File: src/rtl/cmp_checker_mc.sv
// Read-data checker: queues expected-read descriptors, generates per-beat patterns,
// compares returned beats under byte enable and reports errors to the CSR block.
module cmp_checker_mc #(
  parameter int DATA_W     = 128,
  parameter int ADDR_W     = 32,
  parameter int BURST_W    = 11,
  parameter int FIFO_DEPTH = 8,
  parameter int ERR_CNT_W  = 16
) (
  input  logic                 clk_i,
  input  logic                 rst_i,
  input  logic                 test_start_i,
  input  logic                 cmp_en_i,
  output logic                 cmp_ready_o,
  input  logic [ADDR_W-1:0]    cmp_addr_i,
  input  logic [BURST_W-1:0]   cmp_burst_i,
  input  logic [1:0]           cmp_mode_i,
  input  logic [31:0]          cmp_seed_i,
  input  logic [DATA_W/8-1:0]  cmp_byteen_i,
  input  logic                 readdatavalid_i,
  input  logic [DATA_W-1:0]    readdata_i,
  output logic                 cmp_error_o,
  output logic                 unexp_o,
  output logic [ERR_CNT_W-1:0] err_cnt_o,
  output logic [ADDR_W-1:0]    err_addr_o,
  output logic [DATA_W-1:0]    err_data_o,
  output logic                 cmp_busy_o
);

  localparam int BE_W  = DATA_W / 8;
  localparam int REP   = DATA_W / 32;
  localparam int PTR_W = $clog2(FIFO_DEPTH);
  localparam int CNT_W = PTR_W + 1;
  localparam logic [31:0] TAPS = 32'h8020_0003;

  typedef enum logic [1:0] {
    M_FIXED = 2'd0,
    M_INC   = 2'd1,
    M_LFSR  = 2'd2,
    M_ADDR  = 2'd3
  } mode_e;

  typedef struct packed {
    logic [ADDR_W-1:0]  addr;
    logic [BURST_W-1:0] burst;
    logic [1:0]         mode;
    logic [31:0]        seed;
    logic [BE_W-1:0]    byteen;
  } desc_t;

  desc_t              fifo_q [FIFO_DEPTH];
  logic [PTR_W-1:0]   wr_ptr_q;
  logic [PTR_W-1:0]   rd_ptr_q;
  logic [CNT_W-1:0]   count_q;
  logic               full;
  logic               empty;
  logic               push;
  logic               pop;
  desc_t              head;
  desc_t              push_desc;

  logic [BURST_W-1:0] beat_idx_q;
  logic [BURST_W-1:0] burst_eff;
  logic               last_beat;
  logic               beat_take;
  logic [31:0]        lfsr_q;
  logic [31:0]        lfsr_cur;
  logic [31:0]        lfsr_nxt;
  logic [ADDR_W-1:0]  beat_addr;
  logic [31:0]        exp_word;

  logic               s1_valid_q;
  logic               s1_unexp_q;
  logic [DATA_W-1:0]  s1_data_q;
  logic [DATA_W-1:0]  s1_exp_q;
  logic [BE_W-1:0]    s1_be_q;
  logic [ADDR_W-1:0]  s1_addr_q;
  logic [BE_W-1:0]    byte_bad;
  logic               mismatch;
  logic               err_hit;

  logic               cmp_error_q;
  logic               unexp_q;
  logic [ERR_CNT_W-1:0] err_cnt_q;
  logic [ADDR_W-1:0]  err_addr_q;
  logic [DATA_W-1:0]  err_data_q;

  assign full        = (count_q == CNT_W'(FIFO_DEPTH));
  assign empty       = (count_q == '0);
  assign cmp_ready_o = !full;
  assign push        = cmp_en_i && !full && !test_start_i;
  assign beat_take   = readdatavalid_i && !empty && !test_start_i;
  assign pop         = beat_take && last_beat;
  assign head        = fifo_q[rd_ptr_q];

  assign push_desc = '{
    addr:   cmp_addr_i,
    burst:  cmp_burst_i,
    mode:   cmp_mode_i,
    seed:   cmp_seed_i,
    byteen: cmp_byteen_i
  };

  always_ff @(posedge clk_i) begin
    if (push) fifo_q[wr_ptr_q] <= push_desc;
  end

  always_ff @(posedge clk_i or posedge rst_i) begin
    if (rst_i) begin
      wr_ptr_q <= '0;
      rd_ptr_q <= '0;
      count_q  <= '0;
    end else if (test_start_i) begin
      wr_ptr_q <= '0;
      rd_ptr_q <= '0;
      count_q  <= '0;
    end else begin
      if (push) wr_ptr_q <= wr_ptr_q + 1'b1;
      if (pop)  rd_ptr_q <= rd_ptr_q + 1'b1;
      if (push && !pop)      count_q <= count_q + 1'b1;
      else if (!push && pop) count_q <= count_q - 1'b1;
    end
  end

  // A zero burst count is a one-beat burst.
  assign burst_eff = (head.burst == '0) ? BURST_W'(1) : head.burst;
  assign last_beat = (beat_idx_q == burst_eff - 1'b1);
  assign beat_addr = head.addr + ADDR_W'(beat_idx_q);

  assign lfsr_cur = (beat_idx_q != '0)   ? lfsr_q :
                    (head.seed == '0)    ? 32'd1  : head.seed;
  assign lfsr_nxt = (lfsr_cur >> 1) ^ (lfsr_cur[0] ? TAPS : 32'd0);

  always_comb begin
    exp_word = head.seed;
    unique case (mode_e'(head.mode))
      M_FIXED: exp_word = head.seed;
      M_INC:   exp_word = head.seed + 32'(beat_idx_q);
      M_LFSR:  exp_word = lfsr_cur;
      M_ADDR:  exp_word = 32'(beat_addr);
      default: exp_word = head.seed;
    endcase
  end

  always_ff @(posedge clk_i or posedge rst_i) begin
    if (rst_i) begin
      beat_idx_q <= '0;
      lfsr_q     <= '0;
    end else if (test_start_i) begin
      beat_idx_q <= '0;
      lfsr_q     <= '0;
    end else if (beat_take) begin
      beat_idx_q <= last_beat ? '0 : beat_idx_q + 1'b1;
      lfsr_q     <= lfsr_nxt;
    end
  end

  always_ff @(posedge clk_i or posedge rst_i) begin
    if (rst_i) begin
      s1_valid_q <= 1'b0;
      s1_unexp_q <= 1'b0;
      s1_data_q  <= '0;
      s1_exp_q   <= '0;
      s1_be_q    <= '0;
      s1_addr_q  <= '0;
    end else if (test_start_i) begin
      s1_valid_q <= 1'b0;
      s1_unexp_q <= 1'b0;
    end else begin
      s1_valid_q <= readdatavalid_i;
      if (readdatavalid_i) begin
        s1_unexp_q <= empty;
        s1_data_q  <= readdata_i;
        s1_exp_q   <= {REP{exp_word}};
        s1_be_q    <= head.byteen;
        s1_addr_q  <= beat_addr;
      end
    end
  end

  always_comb begin
    byte_bad = '0;
    for (int i = 0; i < BE_W; i++) begin
      byte_bad[i] = s1_be_q[i] &&
                    (s1_data_q[8*i +: 8] != s1_exp_q[8*i +: 8]);
    end
  end

  assign mismatch = s1_valid_q && !s1_unexp_q && (|byte_bad);
  assign err_hit  = mismatch || (s1_valid_q && s1_unexp_q);

  always_ff @(posedge clk_i or posedge rst_i) begin
    if (rst_i) begin
      cmp_error_q <= 1'b0;
      unexp_q     <= 1'b0;
      err_cnt_q   <= '0;
      err_addr_q  <= '0;
      err_data_q  <= '0;
    end else if (test_start_i) begin
      cmp_error_q <= 1'b0;
      unexp_q     <= 1'b0;
      err_cnt_q   <= '0;
      err_addr_q  <= '0;
      err_data_q  <= '0;
    end else begin
      if (mismatch) cmp_error_q <= 1'b1;
      if (s1_valid_q && s1_unexp_q) unexp_q <= 1'b1;
      if (err_hit && (err_cnt_q != '1)) err_cnt_q <= err_cnt_q + 1'b1;
      // The sticky error flag doubles as the "already captured" marker.
      if (mismatch && !cmp_error_q) begin
        err_addr_q <= s1_addr_q;
        err_data_q <= s1_data_q;
      end
    end
  end

  assign cmp_error_o = cmp_error_q;
  assign unexp_o     = unexp_q;
  assign err_cnt_o   = err_cnt_q;
  assign err_addr_o  = err_addr_q;
  assign err_data_o  = err_data_q;
  assign cmp_busy_o  = !empty || (beat_idx_q != '0) || s1_valid_q;

endmodule

File: config.mk
export PLATFORM = sky130hd
export DESIGN_NAME = cmp_checker_mc
export DESIGN_NICKNAME = d
export VERILOG_FILES = /design/src/rtl/cmp_checker_mc.sv
export SDC_FILE = /design/constraint.sdc
export NUM_CORES = 2
export LEC_CHECK = 0
export CAP_MARGIN = 40
export CORE_UTILIZATION = 53
export CTS_CLUSTER_DIAMETER = 50
export CTS_CLUSTER_SIZE = 28
export DETAILED_ROUTE_END_ITERATION = 10
export PLACE_DENSITY_LB_ADDON = 0.3
export SETUP_SLACK_MARGIN = 0.2
export SLEW_MARGIN = 20
export SYNTH_ARGS = -nofsm -noshare
export SYNTH_HDL_FRONTEND = slang
export SYNTH_SLANG_ARGS = --single-unit
File: constraint.sdc
create_clock -name clk_i -period 17.5 [get_ports clk_i]
set_input_delay 5.25 -clock clk_i [delete_from_list [all_inputs] [get_ports clk_i]]
set_output_delay 5.25 -clock clk_i [all_outputs]
set_load 0.02 [all_outputs]
======== Yosys cells after proc, flatten, opt, wreduce, memory -nomap -nowiden ========
Memories as Yosys holds them, arrays and structs flattened.
Index checks and enable logic that the tools add are counted.
storage, ports and cells
  register bits ........................... 537
  RAM bits ................................ 744
  input port bits ......................... 226
  output and inout bits ................... 180
  logic and storage cells ................. 136
  memories ................................ 1
operators by class
  add/sub/neg operators ................... 9
  equal/unequal tests ..................... 22
  muxes and demuxes ....................... 32
  bitwise operators ....................... 2
  reductions and logical operators ........ 54
memories
  memory  words  bits a word  rd ports  clocked after Yosys merged registers in  write ports  RTL line  text
  fifo_q  8      93           1         0                                        1            51        desc_t fifo_q [FIFO_DEPTH];
operators by type and width
  operator               number
  $mux 128               2
  $mux 32                7
  $ne 8x8->1             16
  $pmux 32 s4            1
  $add 32x11->32         2
  $mux 11                4
  $logic_not 32->1       1
  $mux 16                2
  $xor 31x32->32         1
  $logic_and 1x1->1      28
  $add 16x1->16 const B  1
  $ne 16x16->1 const B   1
  $reduce_bool 2->1      8
  $reduce_or 16->1       1
  $mux 3                 4
  $mux 4                 3
  $add 11x1->11 const B  1
  $eq 11x11->1           1
  $logic_not 11->1       1
  $reduce_bool 11->1     1
  $sub 11x1->11 const B  1
  $mux 1                 9
  $logic_not 1->1        7
  $add 3x1->3 const B    2
  11 further kinds       14

======== Depth between registers and ports, before layout ========
An unclocked memory read counts as a cell.
  depth in word-level cells ............... 10
  depth in mapped cells ................... 27
  depth with buffers taken out ............ 21

======== Least setup slack after synthesis ========
OpenSTA, ideal clock, no wires.
  path type ............................... in2reg
  from .................................... input test_start_i
  to ...................................... memory fifo_q[0][0] (netlist name) (enable)
  library setup time ...................... 0.658 ns
  arrival time ............................ 12.159 ns
  required time ........................... 16.842 ns
  setup slack ............................. 4.683 ns
  stages on the path ...................... 3
  buffers on the path ..................... 1
  cell sequence ........................... clkbuf_1 -> or3_1 -> nor3_1
on the way
  cells in the longest elaborated chain, start to end .. 4
ends and longest elaborated chain
  what                          RTL line  text
  from (decl)                   12        input logic test_start_i,
  $logic_not 1->1               91        assign push = cmp_en_i && !full && !test_start_i;
  $logic_and 1x1->1             91
  $mux 1                        105       if (push) fifo_q[wr_ptr_q] <= push_desc;
  $mux 1 (implied by the code)  105
  to (decl)                     51
No other way between the ends.

======== Worst setup path in the final report ========
  from .................................... register beat_idx_q[1]
  to ...................................... output cmp_busy_o
on the way
  cells in the longest elaborated chain, start to end .. 3
ends and longest elaborated chain
  what                           RTL line  text
  from (decl)                    62        logic [BURST_W-1:0] beat_idx_q;
  from (signal assigned)         153       beat_idx_q <= last_beat ? '0 : beat_idx_q + 1'b1;
  $reduce_bool 11->1             222       assign cmp_busy_o = !empty || (beat_idx_q != '0) || s1_valid_q;
  $logic_or 1x1->1 (2 in a row)  222
  to (decl)                      27        output logic cmp_busy_o
No other way between the ends.

==> impl_metrics.tcl <==
set metrics [dict create \
    nets 4259 \
    swShare 0.278 \
    status "finished, final reports clean" \
    finalCritPeriodShare 0.474 \
    die_h_um 311 \
    clockBufferDepth 3 \
    area_growth_pct 19.4 \
    detail_route.vias_per_cell 5.93 \
    synth-edff-count 744 \
    cts_tree "done" \
    synthArstFlopShare 0.372 \
    grt_max_degree 103 \
    power.density_mw_per_mm2 113 \
    fill_cells 6775 \
    die_w_um 311 \
    finalHoldViolations 0 \
    start_util 0.538 \
    criticalPathCategory "register to output pin" \
    rsz0062_at_grt "no" \
    ant_nets 0 \
    pre_cts_slack_ns 8.78 \
    cts_buffers 113 \
    endpoint_kind "output pin" \
    worstMarginPinSlew_ns 0.947 \
    clk_latency_ns 0.71 \
    vdd_ir_drop_max_mv 0.0846 \
    track_usage 0.283 \
    power.switching_mw 1.89 \
    post-cts-setup-buffers 0 \
    numClockSinks 1185 \
    final_core_util 0.642 \
    num_vias 31804 \
    sequentialPowerShare 0.491 \
    wirelength_um 136000 \
    pwr-share-clk 0.383 \
    synthTopCellsByCount "edfxtp_1, nand2_1, dfrtp_1, nor2_1, mux2i_1" \
    layout-drive-gt1-share 0.128 \
    syn_area_mm2 0.0505 \
    drt_iter0_markers 3266 \
    intPower_mw 4.92 \
    ys_types 82 \
    hp-class "register to register" \
    syn-num-nets 3870 \
    place_hpwl_um 92500 \
    fin_crit_ns 8.29 \
    p_total_mw 6.81 \
    arrival_ns 3.04 \
    rrSetupSlack_ns 10.88 \
    maxSlewViolCount 0 \
    grt_pass1_vias 31461 \
    synth_ff_type "edfxtp_1" \
    h-tree-depth 3 \
    place_congestion 0.945 \
    p_leak_nw 22.6 \
    ys_seq_area_frac 0.661 \
    postCtsHoldBufs 0 \
    synth.avg_cell_area_um2 14.0 \
    num_io_pins 406 \
    post_cts_resized 0 \
    fin_tns_setup_ns 0 \
    skew_ns 0.0296 \
    drv_cap 0 \
    ys_warn_count 0 \
    drcViolationCount 0 \
    syn_inst 3611 \
    core-area_mm2 0.0939 \
    layout_setup_ws_ns 9.21 \
    grt_pass1_wl_um 205000 \
    clk_pin_slew_ns 0.07 \
    maxSlewHeadroom 0.351 \
    grt_overflow 0 \
    dr.pass1.iters 6 \
    crit_path_start_kind "register" \
    netlist.area_leader.share 0.442 \
    power_frac_comb 0.126 \
    yosys-top-cells-area "edfxtp_1, dfrtp_1, mux4_2, nand2_1, mux2i_1" \
    die_area_mm2 0.0965 \
    yosys.area.top_type "edfxtp_1" \
    critical_path_required_ns 12.25 \
    wl_per_cell_um 25.4 \
    synth_seq_cells 1185 \
    worstPathMaxFanout 8 \
    max_freq_mhz 121 \
    antenna_found_initial 23 \
    finalSetupViolCount 0 \
    port_buffers 405 \
    ctsRootBufferMaster "clkbuf_16" \
    synth.most_common_cell "edfxtp_1" \
    fp-row-count 112 \
]
critical path, stage by stage, from the launching register on:
cell             delay [ns]
dfrtp_1                0.59
inv_1                  0.29
ha_1                   0.19
nand4b_1               0.23
or3_1                  0.46
clkdlybuf4s50_1        0.57
area by class of cell:
class	instances	area [um2]	share of cell area
flip-flops and latches	1185	33400	0.554
repair buffers	487	5040	0.0836
inverters	30	124	0.00205
clock inverters	92	1100	0.0183
multi-input cells	2183	16100	0.267
well taps	1254	1570	0.0260
clock buffers	123	2950	0.0489
diodes	10	25.0	0.000415
through the flow:
stage	std cells	area [um2]	hold slack [ns]
2_1_floorplan	3611	50500	0.445
3_3_place_gp	5112	55700	0.461
3_5_place_dp	5136	56200	0.472
4_1_cts	5351	60200	0.487
5_1_grt	5362	60300	0.507
6_report	5364	60300	0.481
state kept, by name, summed over array words and instances, names as in the netlist:
| register | flops |
|---|---|
| err_cnt_o | 16 |
| cmp_error_o | 1 |
| s1_data_q | 128 |
| err_data_o | 128 |
| unexp_o | 1 |
| s1_be_q | 16 |
| s1_unexp_q | 1 |
| beat_idx_q | 11 |
| s1_exp_q | 32 |
| wr_ptr_q | 3 |
| lfsr_q | 32 |
| rd_ptr_q | 3 |
| count_q | 4 |
| s1_valid_q | 1 |
| fifo_q | 744 |
| err_addr_o | 32 |
| s1_addr_q | 32 |
kinds of logic after synthesis:
kind of cell | Yosys count | share of synthesized area
buf+inv | 243 | 0.0217
mux | 427 | 0.131
xor+xnor | 213 | 0.0369
fa+ha+maj | 33 | 0.00862
compound gates | 357 | 0.0438
simple gates | 1153 | 0.0969
flops | 1185 | 0.661
power groups by stage:
stage | Combinational (mW) | Clock, mW | Sequential [mW]
2_1_floorplan | 0.538 | 0 | 3.32
6_report | 0.859 | 2.61 | 3.34
5_1_grt | 0.934 | 2.74 | 3.35
3_3_place_gp | 0.822 | 0 | 3.39
4_1_cts | 0.855 | 2.63 | 3.34
3_5_place_dp | 0.849 | 0 | 3.40
per-layer routing:
| layer | wire length [um] | GRT usage | vias up | part of all wire |
|---|---|---|---|---|
| met5 | 98 | 0 | - | 0.00072 |
| met4 | 4620 | 0.0971 | 16 | 0.034 |
| met3 | 10200 | 0.0527 | 268 | 0.075 |
| met2 | 66700 | 0.460 | 1431 | 0.49 |
| met1 | 54900 | 0.386 | 16072 | 0.40 |
| li1 | - | - | 14017 | - |
cell usage in the layout (no fill, tap or decap), drive strengths merged, types with 25 or more instances in the layout:
cell type      count
edfxtp           744
nand2            635
dfrtp            441
clkdlybuf4s50    404
nor2             300
mux2i            232
mux4             186
xnor2            167
o21ai            130
clkbuf           124
a21oi             85
buf               82
inv               71
xor2              46
nand4             45
clkinv            33
ha                30
nor3              29
a31oi             28
nand3             27
nor4              25
path summary, 6_finish.rpt:
path | from | end | cells after the start
setup / recovery | beat_idx_q[1]$_DFFE_PP0P_ | cmp_busy_o | 5
hold / removal | s1_addr_q[11]$_DFFE_PP0P_ | s1_addr_q[11]$_DFFE_PP0P_ | 2
setup reg to reg | rd_ptr_q[0]$_DFFE_PP0P_ | count_q[3]$_DFFE_PP0P_ | 22
hold reg to reg | s1_addr_q[11]$_DFFE_PP0P_ | s1_addr_q[11]$_DFFE_PP0P_ | 2
max in group asynchronous | rst_i | err_data_o[42]$_DFFE_PP0P_ | 8
min in group asynchronous | rst_i | err_data_o[23]$_DFFE_PP0P_ | 2
Note: power is estimated with default switching activity, not from simulation.
